===== src/rtl/player_bullet_ctrl.sv =====
// player_bullet_ctrl: player bullet pool with spawn, per-frame motion, hit retirement and raster draw
module player_bullet_ctrl #(
  parameter int          N_BULLETS    = 4,
  parameter int          COOLDOWN     = 8,
  parameter int          HRES         = 1280,
  parameter int          VRES         = 720,
  parameter int          PADDLE_W     = 50,
  parameter int          PADDLE_H     = 20,
  parameter int          BULLET_W     = 4,
  parameter int          BULLET_H     = 16,
  parameter int          BULLET_SPEED = 16,
  parameter logic [23:0] BULLET_COLOR = 24'hFFFFFF
) (
  input  logic                      clk,
  input  logic                      rst_n,
  input  logic                      frame_tick,
  input  logic                      fire,
  input  logic [10:0]               paddle_x,
  input  logic                      hit_valid,
  input  logic [2:0]                hit_idx,
  input  logic [10:0]               pixel_x,
  input  logic [9:0]                pixel_y,
  output logic [N_BULLETS-1:0]      active,
  output logic [11*N_BULLETS-1:0]   bullet_x,
  output logic [10*N_BULLETS-1:0]   bullet_y,
  output logic                      shot_fired,
  output logic                      bullet_on,
  output logic [23:0]               bullet_color
);
  localparam int          CW      = COOLDOWN > 0 ? $clog2(COOLDOWN + 1) : 1;
  localparam logic [10:0] X_OFF   = 11'(PADDLE_W / 2 - BULLET_W / 2);
  localparam logic [9:0]  Y_SPAWN = 10'(VRES - PADDLE_H - BULLET_H);
  logic                    fire_q;
  logic                    fire_pending;
  logic [CW-1:0]           cooldown;
  logic [N_BULLETS-1:0]    act_next;
  logic [11*N_BULLETS-1:0] x_next;
  logic [10*N_BULLETS-1:0] y_next;
  logic                    spawn;
  logic                    on_next;
  int                      tgt;
  assign bullet_color = BULLET_COLOR;
  // Kill, then move, then spawn into the lowest free slot of the post-move mask
  always_comb begin
    act_next = active;
    x_next   = bullet_x;
    y_next   = bullet_y;
    spawn    = 1'b0;
    tgt      = 0;
    for (int i = 0; i < N_BULLETS; i++)
      if (hit_valid && int'(hit_idx) == i) act_next[i] = 1'b0;
    if (frame_tick) begin
      for (int i = 0; i < N_BULLETS; i++)
        if (act_next[i]) begin
          if (bullet_y[10*i +: 10] >= 10'(BULLET_SPEED)) y_next[10*i +: 10] = bullet_y[10*i +: 10] - 10'(BULLET_SPEED);
          else act_next[i] = 1'b0;
        end
      spawn = fire_pending && cooldown == '0 && !(&act_next);
      for (int i = N_BULLETS - 1; i >= 0; i--)
        if (!act_next[i]) tgt = i;
      for (int i = 0; i < N_BULLETS; i++)
        if (spawn && tgt == i) begin
          act_next[i]         = 1'b1;
          x_next[11*i +: 11]  = paddle_x + X_OFF;
          y_next[10*i +: 10]  = Y_SPAWN;
        end
    end
  end
  // Raster hit test in 12-bit arithmetic so the right/bottom bounds never wrap
  always_comb begin
    on_next = 1'b0;
    for (int i = 0; i < N_BULLETS; i++)
      if (active[i] &&
          {1'b0, pixel_x} >= {1'b0, bullet_x[11*i +: 11]} &&
          {1'b0, pixel_x} <  {1'b0, bullet_x[11*i +: 11]} + 12'(BULLET_W) &&
          {2'b0, pixel_y} >= {2'b0, bullet_y[10*i +: 10]} &&
          {2'b0, pixel_y} <  {2'b0, bullet_y[10*i +: 10]} + 12'(BULLET_H))
        on_next = 1'b1;
    on_next = on_next && {1'b0, pixel_x} < 12'(HRES) && {2'b0, pixel_y} < 12'(VRES);
  end
  // State registers; fire_q resets high so a button held through reset does not fire
  always_ff @(posedge clk or negedge rst_n) begin
    if (!rst_n) begin
      fire_q       <= 1'b1;
      fire_pending <= 1'b0;
      cooldown     <= '0;
      active       <= '0;
      bullet_x     <= '0;
      bullet_y     <= '0;
      shot_fired   <= 1'b0;
      bullet_on    <= 1'b0;
    end else begin
      fire_q       <= fire;
      fire_pending <= spawn ? 1'b0 : (fire_pending | (fire & ~fire_q));
      cooldown     <= spawn ? CW'(COOLDOWN) : (frame_tick && cooldown != '0) ? cooldown - CW'(1) : cooldown;
      active       <= act_next;
      bullet_x     <= x_next;
      bullet_y     <= y_next;
      shot_fired   <= spawn;
      bullet_on    <= on_next;
    end
  end
endmodule


===== config.mk =====
export PLATFORM = sky130hd
export DESIGN_NAME = player_bullet_ctrl
export DESIGN_NICKNAME = d
export VERILOG_FILES = /design/src/rtl/player_bullet_ctrl.sv
export SDC_FILE = /design/constraint.sdc
export NUM_CORES = 1
export LEC_CHECK = 0
export ABC_AREA = 1
export CORE_MARGIN = 2
export CORE_UTILIZATION = 55
export CTS_CLUSTER_DIAMETER = 150
export DETAILED_ROUTE_END_ITERATION = 10
export PLACE_DENSITY_LB_ADDON = 0.1
export SYNTH_ARGS = -nofsm -noshare
export SYNTH_HDL_FRONTEND = slang
export SYNTH_SLANG_ARGS = --single-unit
export TNS_END_PERCENT = 20

===== constraint.sdc =====
create_clock -name clk -period 2.7 [get_ports clk]
set_input_delay 0.675 -clock clk [delete_from_list [all_inputs] [get_ports clk]]
set_output_delay 0.675 -clock clk [all_outputs]
set_load 0.03 [all_outputs]

### Yosys cells after proc, flatten, opt, wreduce, memory -nomap -nowiden

Index checks and enable logic that the tools add are counted.

* register bits after elaboration: 96
* input port bits: 40
* word-level logic and storage cells: 157

* add/sub/neg operators: 14
* order comparisons: 22
* eq/ne operators: 6
* mux-type cells: 46
* bitwise logic cells: 3
* reductions and logical operators: 52

Operator list (number)
* 2-to-1 mux 32 bit: 4
* 2-to-1 mux 10 bit: 12
* == test 32 x 3 -> 1 bit, second input constant: 2
* adder 11 x 3 -> 12 bit, second input constant: 4
* < comparator 11 x 12 -> 1 bit: 4
* adder 10 x 5 -> 11 bit, second input constant: 4
* >= comparator 11 bit: 4
* < comparator 10 x 11 -> 1 bit: 4
* >= comparator 10 bit: 4
* >= comparator 10 x 5 -> 1 bit, second input constant: 4
* subtractor 10 x 5 -> 10 bit, second input constant: 4
* == test 32 x 2 -> 1 bit, second input constant: 1
* zero test 32 bit: 1
* logical AND 1 bit: 29
* 2-to-1 mux 1 bit: 26
* nonzero test 2 bit: 9
* 2-to-1 mux 4 bit: 3
* AND reduction 3 bit: 4
* adder 11 x 5 -> 11 bit, second input constant: 1
* < comparator 11 bit, second input constant: 1
* < comparator 10 bit, second input constant: 1
* AND reduction 2 bit: 4
* == test 3 bit, second input constant: 2
* zero test 4 bit: 1
* 10 further kinds: 10

### Logic depth before layout (Yosys ltp)

Gate-level depths: netlist of run 1.

* depth after elaboration: 14
* gate-level depth with buffers: 18

### Least setup slack after synthesis of run 1

OpenSTA, ideal clock, no wires.

* kind: register to register
* start: register bullet_x[13]
* end: register bullet_on
* setup time: 0.071 ns
* arrival: 2.408 ns
* slack: 0.221 ns
* stages on the path, launching flop included: 18
* clock period less this slack: 2.479 ns
* cell sequence: dfrtp_1 > ha_1 > nand2_1 > nor2_1 > nand3_1 > nor3_1 > xor2_1 > ha_1 > a21boi_0 > o21ai_0 > nand2_1 > inv_1 > nand2_1 > nor2_1 > nand3_1 > nand3_1 > nor2_1 > nor2_1

* word-level cells in the longest chain between the ends: 10
* elaborated cells between the ends (all ways): 12

RTL lines
* start, declared: RTL line 24 `output logic [11*N_BULLETS-1:0] bullet_x,`
* start signal, assigned: RTL line 97 `bullet_x <= x_next;`
* adder 11 x 3 -> 12 bit / >= comparator 11 bit (equally long branches): RTL line 75, 74
* < comparator 11 x 12 -> 1 bit / logical AND 1 bit (equally long branches): RTL line 75, 73
* logical AND 1 bit (*): RTL line 74 `{1'b0, pixel_x} >= {1'b0, bullet_x[11*i +: 11]} &&`
* logical AND 1 bit (*): RTL line 75 `{1'b0, pixel_x} < {1'b0, bullet_x[11*i +: 11]} + 12'(BULLET_W) &&`
* logical AND 1 bit (*): RTL line 76 `{2'b0, pixel_y} >= {2'b0, bullet_y[10*i +: 10]} &&`
* 2-to-1 mux 1 bit (*) (3 in a row): RTL line 73 `if (active[i] &&`
* logical AND 1 bit (*) (2 in a row): RTL line 79 `on_next = on_next && {1'b0, pixel_x} < 12'(HRES) && {2'b0, pixel_y} < 12'(VRES);`
* net on_next: RTL line 40 `logic on_next;`
* end signal, assigned: RTL line 100 `bullet_on <= on_next;`
* end, declared: RTL line 27 `output logic bullet_on,`

The timed path passes the listed nets; every way through them passes the cells marked *.
A chain may end at the register's enable or synchronous reset.

### Worst setup path after layout of run 1

Same ends and word-level chain as after synthesis.

==> results of run 1 <==
==> area by class of cell <==
type                       instances  area [um2]
sequential                        84        2110
fill                            1408        4910
clock inverter                     5        30.0
timing repair buffer             173        1720
clock buffer                      10         229
multi-input combinational        885        5720
inverter                         180         676
tap                              216         270
==> power by group through the flow <==
stage                     clock network [mW]  logic (mW)  registers [mW]
final                                   1.13        5.29            2.19
after global routing                    1.20        5.93            2.24
after CTS                               1.16        5.29            2.18
after detailed placement                   0        5.24            2.20
after global placement                     0        5.11            2.20
after floorplan                            0        2.94            2.75
==> Yosys cell counts (all sizes together) <==
master | count | share of area (%)
and3 | 1 | 0.072
dfrtp | 83 | 24
a21o | 6 | 0.52
a31o | 1 | 0.10
nand3 | 67 | 4.4
a31oi | 3 | 0.22
ha | 154 | 22
a21oi | 53 | 3.0
o21bai | 3 | 0.26
nand3b | 4 | 0.34
nand4 | 20 | 1.4
nor4 | 2 | 0.32
conb | 2 | 0.086
or2 | 3 | 0.22
dfstp | 1 | 0.30
a21boi | 2 | 0.17
nand2 | 274 | 13
xor2 | 49 | 4.9
clkbuf | 1 | 0.043
nor3 | 25 | 1.8
buf | 45 | 3.9
o211ai | 1 | 0.086
inv | 178 | 7.7
o211a | 1 | 0.11
o21a | 5 | 0.43
and2 | 1 | 0.072
xnor2 | 10 | 1.0
a22oi | 1 | 0.086
o21ai | 76 | 5.1
o2111ai | 3 | 0.30
clkinv | 2 | 0.086
nor2 | 88 | 4.2
==> stage by stage <==
| step | TNS [ps] | cells | instance area, um2 |
|---|---|---|---|
| final | 0 | 1553 | 10700 |
| after global placement | -348 | 1538 | 10500 |
| after detailed placement | -764 | 1538 | 10500 |
| after floorplan | 0 | 1195 | 8830 |
| after global routing | -13.3 | 1553 | 10700 |
| after CTS | 0 | 1553 | 10700 |
==> worst paths after layout <==
kind / from / endpoint / depth (start not counted)
max: bullet_x[13] / bullet_on / 17
min: rst_n / bullet_y[22] / 1
max reg2reg: bullet_x[13] / bullet_on / 17
min reg2reg: cooldown[0] / cooldown[0] / 1
max in group asynchronous: rst_n / bullet_x[38] / 2
min in group clk: cooldown[0] / cooldown[0] / 1
==> logic make-up after synthesis <==
family | count (synthesis) | share of synthesized area [%]
AOI/OAI and AO/OA | 155 | 10.5
buffers and inverters | 226 | 11.7
xor gates and xnor gates | 59 | 5.93
and+or+nand+nor | 485 | 25.5
other | 2 | 0.0862
adders and majority gates | 154 | 22.1
DFF | 84 | 24.1
==> flip-flops by register name, indices dropped and copies added (netlist names) <==
name / count
bullet_on: 1
fire_q: 1
bullet_y: 28
bullet_x: 44
cooldown: 4
shot_fired: 1
fire_pending: 1
active: 4
==> worst max-delay path, cell delays in order, from the launching register on <==
cell	delay, ps
dfrtp_1	360
ha_1	200
nand2_1	80
nor2_1	180
nand3_2	130
nor3_2	150
xor2_1	160
ha_1	250
a21boi_0	120
o21ai_0	140
nand2_1	70
inv_1	50
nand2_1	90
nor2_1	160
nand3_1	130
nand3_1	110
nor2_1	50
nor2_1	80
==> per-layer routing <==
metal  wire [um]  track usage [%]  vias to the layer above  part of all wire, %
met1        9980             35.8                     3718                   43
met3        1220             2.75                       45                  5.2
li1            -                -                     4066                    -
met2       11500             50.0                      234                   49
met5           0                0                        -                    0
met4         574             9.11                        0                  2.5
==> metrics.txt, run 1 <==
outcome complete, no violations; post-synthesis register bit count 84; Int Power 4.40 mW; Sequential Power Share 25.4%; CTS sink cnt 84; Hold Path Class in2async; drt first pass iters 5; Leakage 5.45 nW; routed via count 8063; core area 15700 um2; logic gate share of total power 61.4%; max_slew headroom 63.0%; GRT Total Usage 28.0%; root buf cell clkbuf_16; buffer levels on the longest clock path 2; die height 130 um; CP Capture Type register; Slew Limit Fails 0; Register-to-Register Setup Slack 140 ps; Setup WS post-layout 140 ps; drc violations 0; cts hold-fix bufs 0; CP Class reg2reg; commonest non-fill, non-tap cells in the layout nand2_1, inv_1, ha_1; TritonCTS buffer count 9; clk_lat worst skew 350 ps; Site Rows 46; Synth cell types 46; fin crit period 2560 ps; port bufs 119; Critical Path RT 2980 ps; Avg Vias per Cell 5.19; number of DRC markers in iteration 0 361; number of global-route vias before repair 7381; Placer Congestion 0.898; CTS clk-pin slew, worst paths 60 ps; dpl hpwl 18600 um; Final Setup Violations 0; antenna cells 0; skew final 7.02 ps; Clk pwr share 13.2%; PD cells 802 nW/um2; Die Wd 130 um; Worst setup SP type register; achievable frequency 391 MHz; Area growth syn-to-layout 23.3%; Max-Cap Viols 0; die area 16900 um2; CTS tree built; Hold Vio Cnt, Final 0; NetSw 4.22 mW; Post-DRT Antenna Nets 0; CTS H-tree depth 3; total grt overflow 0; Max IR drop VDD 0.000565 V; switching share of power 48.9%; total wire length 23300 um; num ports 154; synth warn 0; initial antenna violation count 0; most common cell after layout, fill and taps aside nand2_1; Design Power 8.61 mW; Synth Cell Area 8710 um2; Seq/Total Area, Yosys 24.1%; period utilization 94.8%; setup bufs post-CTS 0; WL per Instance 15.0 um; first-pass GRT wire length 36800 um; largest net degree at the start of global routing 48; crit-path max FO 2; Mapped Avg Cell Area 7.48 um2; fin util 68.6%; Synth Instances 1165; worst hold margin 316 ps; Worst Max-Slew Pin Slew 555 ps; Post-Place Setup Slack -147 ps; Initial Util 55.7%; post-CTS resize count 0; # nets final 1527; fraction of layout instances using a drive strength above 1 11.1%; Worst EP arrival 2840 ps
Note: power is estimated with default switching activity, not from simulation.
==> run 2, diff against run 1 <==
- SETUP_SLACK_MARGIN: default -> 0.3
==> run 2 against run 1 <==
Against the previous run:
- critical path depth fell by 2
- register-to-register slack improved by 100 ps
- cell area rose by 2.2%
- critical path type unchanged
==> metrics.txt, run 2 (same netlist as run 1, synthesis figures left out) <==
outcome complete, no violations; Leakage 5.53 nW; max_slew headroom 55.0%; drc violations 0; DP Area 10500 um2; CTS clk-pin slew, worst paths 70 ps; clk_lat worst skew 360 ps; # nets final 1536; achievable frequency 407 MHz; antenna cells 0; GRT Total Usage 28.4%; commonest non-fill, non-tap cells in the layout nand2_1, inv_1, ha_1; initial antenna violation count 0; Hold Vio Cnt, Final 0; Max-Cap Viols 0; Avg Vias per Cell 5.23; port bufs 119; fin util 70.1%; Placer Congestion 0.899; max FFs per register 44; Worst setup SP type register; fraction of layout instances using a drive strength above 1 14.3%; Hold Path Class in2async; num ports 154; CTS tree built; Post-DRT Antenna Nets 0; post-route cell area 11000 um2; total grt overflow 0; PD cells 805 nW/um2; cts hold-fix bufs 0; Worst Max-Slew Pin Slew 675 ps; number of global-route vias before repair 7609; Die Wd 130 um; Max IR drop VDD 0.000557 V; CTS sink cnt 84; die height 130 um; crit-path max FO 3; CTS H-tree depth 3; root buf cell clkbuf_16; max layer used met4; TritonCTS buffer count 9; Top Registers bullet_x: 44 flops, bullet_y: 28 flops; Worst EP arrival 2750 ps; skew final 8.07 ps; drt first pass iters 5; Reg with most FFs bullet_x; dpl hpwl 18600 um; total wire length 23800 um; fin crit period 2460 ps; die area 16900 um2; period utilization 91.1%; Initial Util 55.7%; CP Capture Type register; M1 WL 10300 um; core area 15700 um2; Critical Path RT 2990 ps; CP Class reg2reg; met2 routed WL 11600 um; setup TNS 0 ps; Slew Limit Fails 0; number of DRC markers in iteration 0 378; first-pass GRT wire length 37400 um; Site Rows 46; Area growth syn-to-layout 26.0%; largest net degree at the start of global routing 50; WL per Instance 15.2 um; Final Setup Violations 0; metal3 WL 1120 um; # fillers 1342; routed via count 8174; worst hold margin 360 ps; buffer levels on the longest clock path 2; most common cell after layout, fill and taps aside nand2_1; unrepaired setup endpoints after global routing yes
## run 2: cell count changes in the layout (fill, tap and decap cells not counted), sizes merged
| cell | delta |
|---|---|
| clkinvlp | +1 |
| clkinv | -1 |
| buf | +9 |
| dlymetal6s2s | +3 |
| dlygate4sd2 | +1 |
| clkbuf | -1 |
| inv | +2 |
| clkdlybuf4s50 | -4 |
## run 2: per-layer routing
metal  GRT usage, %  vias up
li1               -     4084
met1           36.9     3825
met2           49.1      223
met3           2.62       42
met4           11.5        0
met5              0        -
## run 2: timing repair
| action | 4_1_cts | 5_1_grt |
|---|---|---|
| gates cloned | 0 | 0 |
| gates resized for setup | 9 | 38 |
| endpoints found under the setup margin | 5 | 30 |
| pin swaps | 4 | 25 |
| buffers inserted | 1 | 5 |
## run 2: critical path, cell delays in order (launching register included)
cell      delay [ps]
dfrtp_1          360
ha_2             200
nand2_2           70
nor2_4           150
nand3_2          120
nor3_2           210
xor2_1           180
ha_1             290
a21oi_2          130
o21bai_4         130
nand2_2           90
nor2_4           130
nand4_1          120
nand3_2           90
nor2_1            40
nor2_1            80
## run 2: stage by stage
step,setup WS (ps),total power [mW],instances
4_1_cts,255,8.68,1558
3_3_place_gp,-74.4,7.29,1541
3_5_place_dp,-137,7.43,1541
6_report,241,8.83,1563
2_1_floorplan,336,5.69,1195
5_1_grt,68.9,9.61,1563
## run 2: final timing paths
path	from	endpoint	slack [ps]	cells past startpoint
worst max-delay path	bullet_x[3]	bullet_on	240	15
worst min-delay path	rst_n	bullet_y[9]	360	1
worst max register to register	bullet_x[3]	bullet_on	240	15
worst min register to register	cooldown[0]	cooldown[0]	530	1
max in group asynchronous	rst_n	bullet_x[14]	1720	2
min in group clk	cooldown[0]	cooldown[0]	530	1
## run 2: layout make-up
cell class / instances / area, um2 / share of cell area, %
clock buffer: 9 / 225 / 2.05
clock inverter: 7 / 51.3 / 0.467
inverter: 180 / 679 / 6.19
multi-input combinational: 885 / 5850 / 53.3
sequential: 84 / 2110 / 19.2
tap: 216 / 270 / 2.46
timing repair buffer: 182 / 1790 / 16.3
## run 2: power by group
group / internal (mW) / switching, mW
Sequential: 1.65 / 0.592
Clock: 0.629 / 0.579
Combinational: 2.20 / 3.19
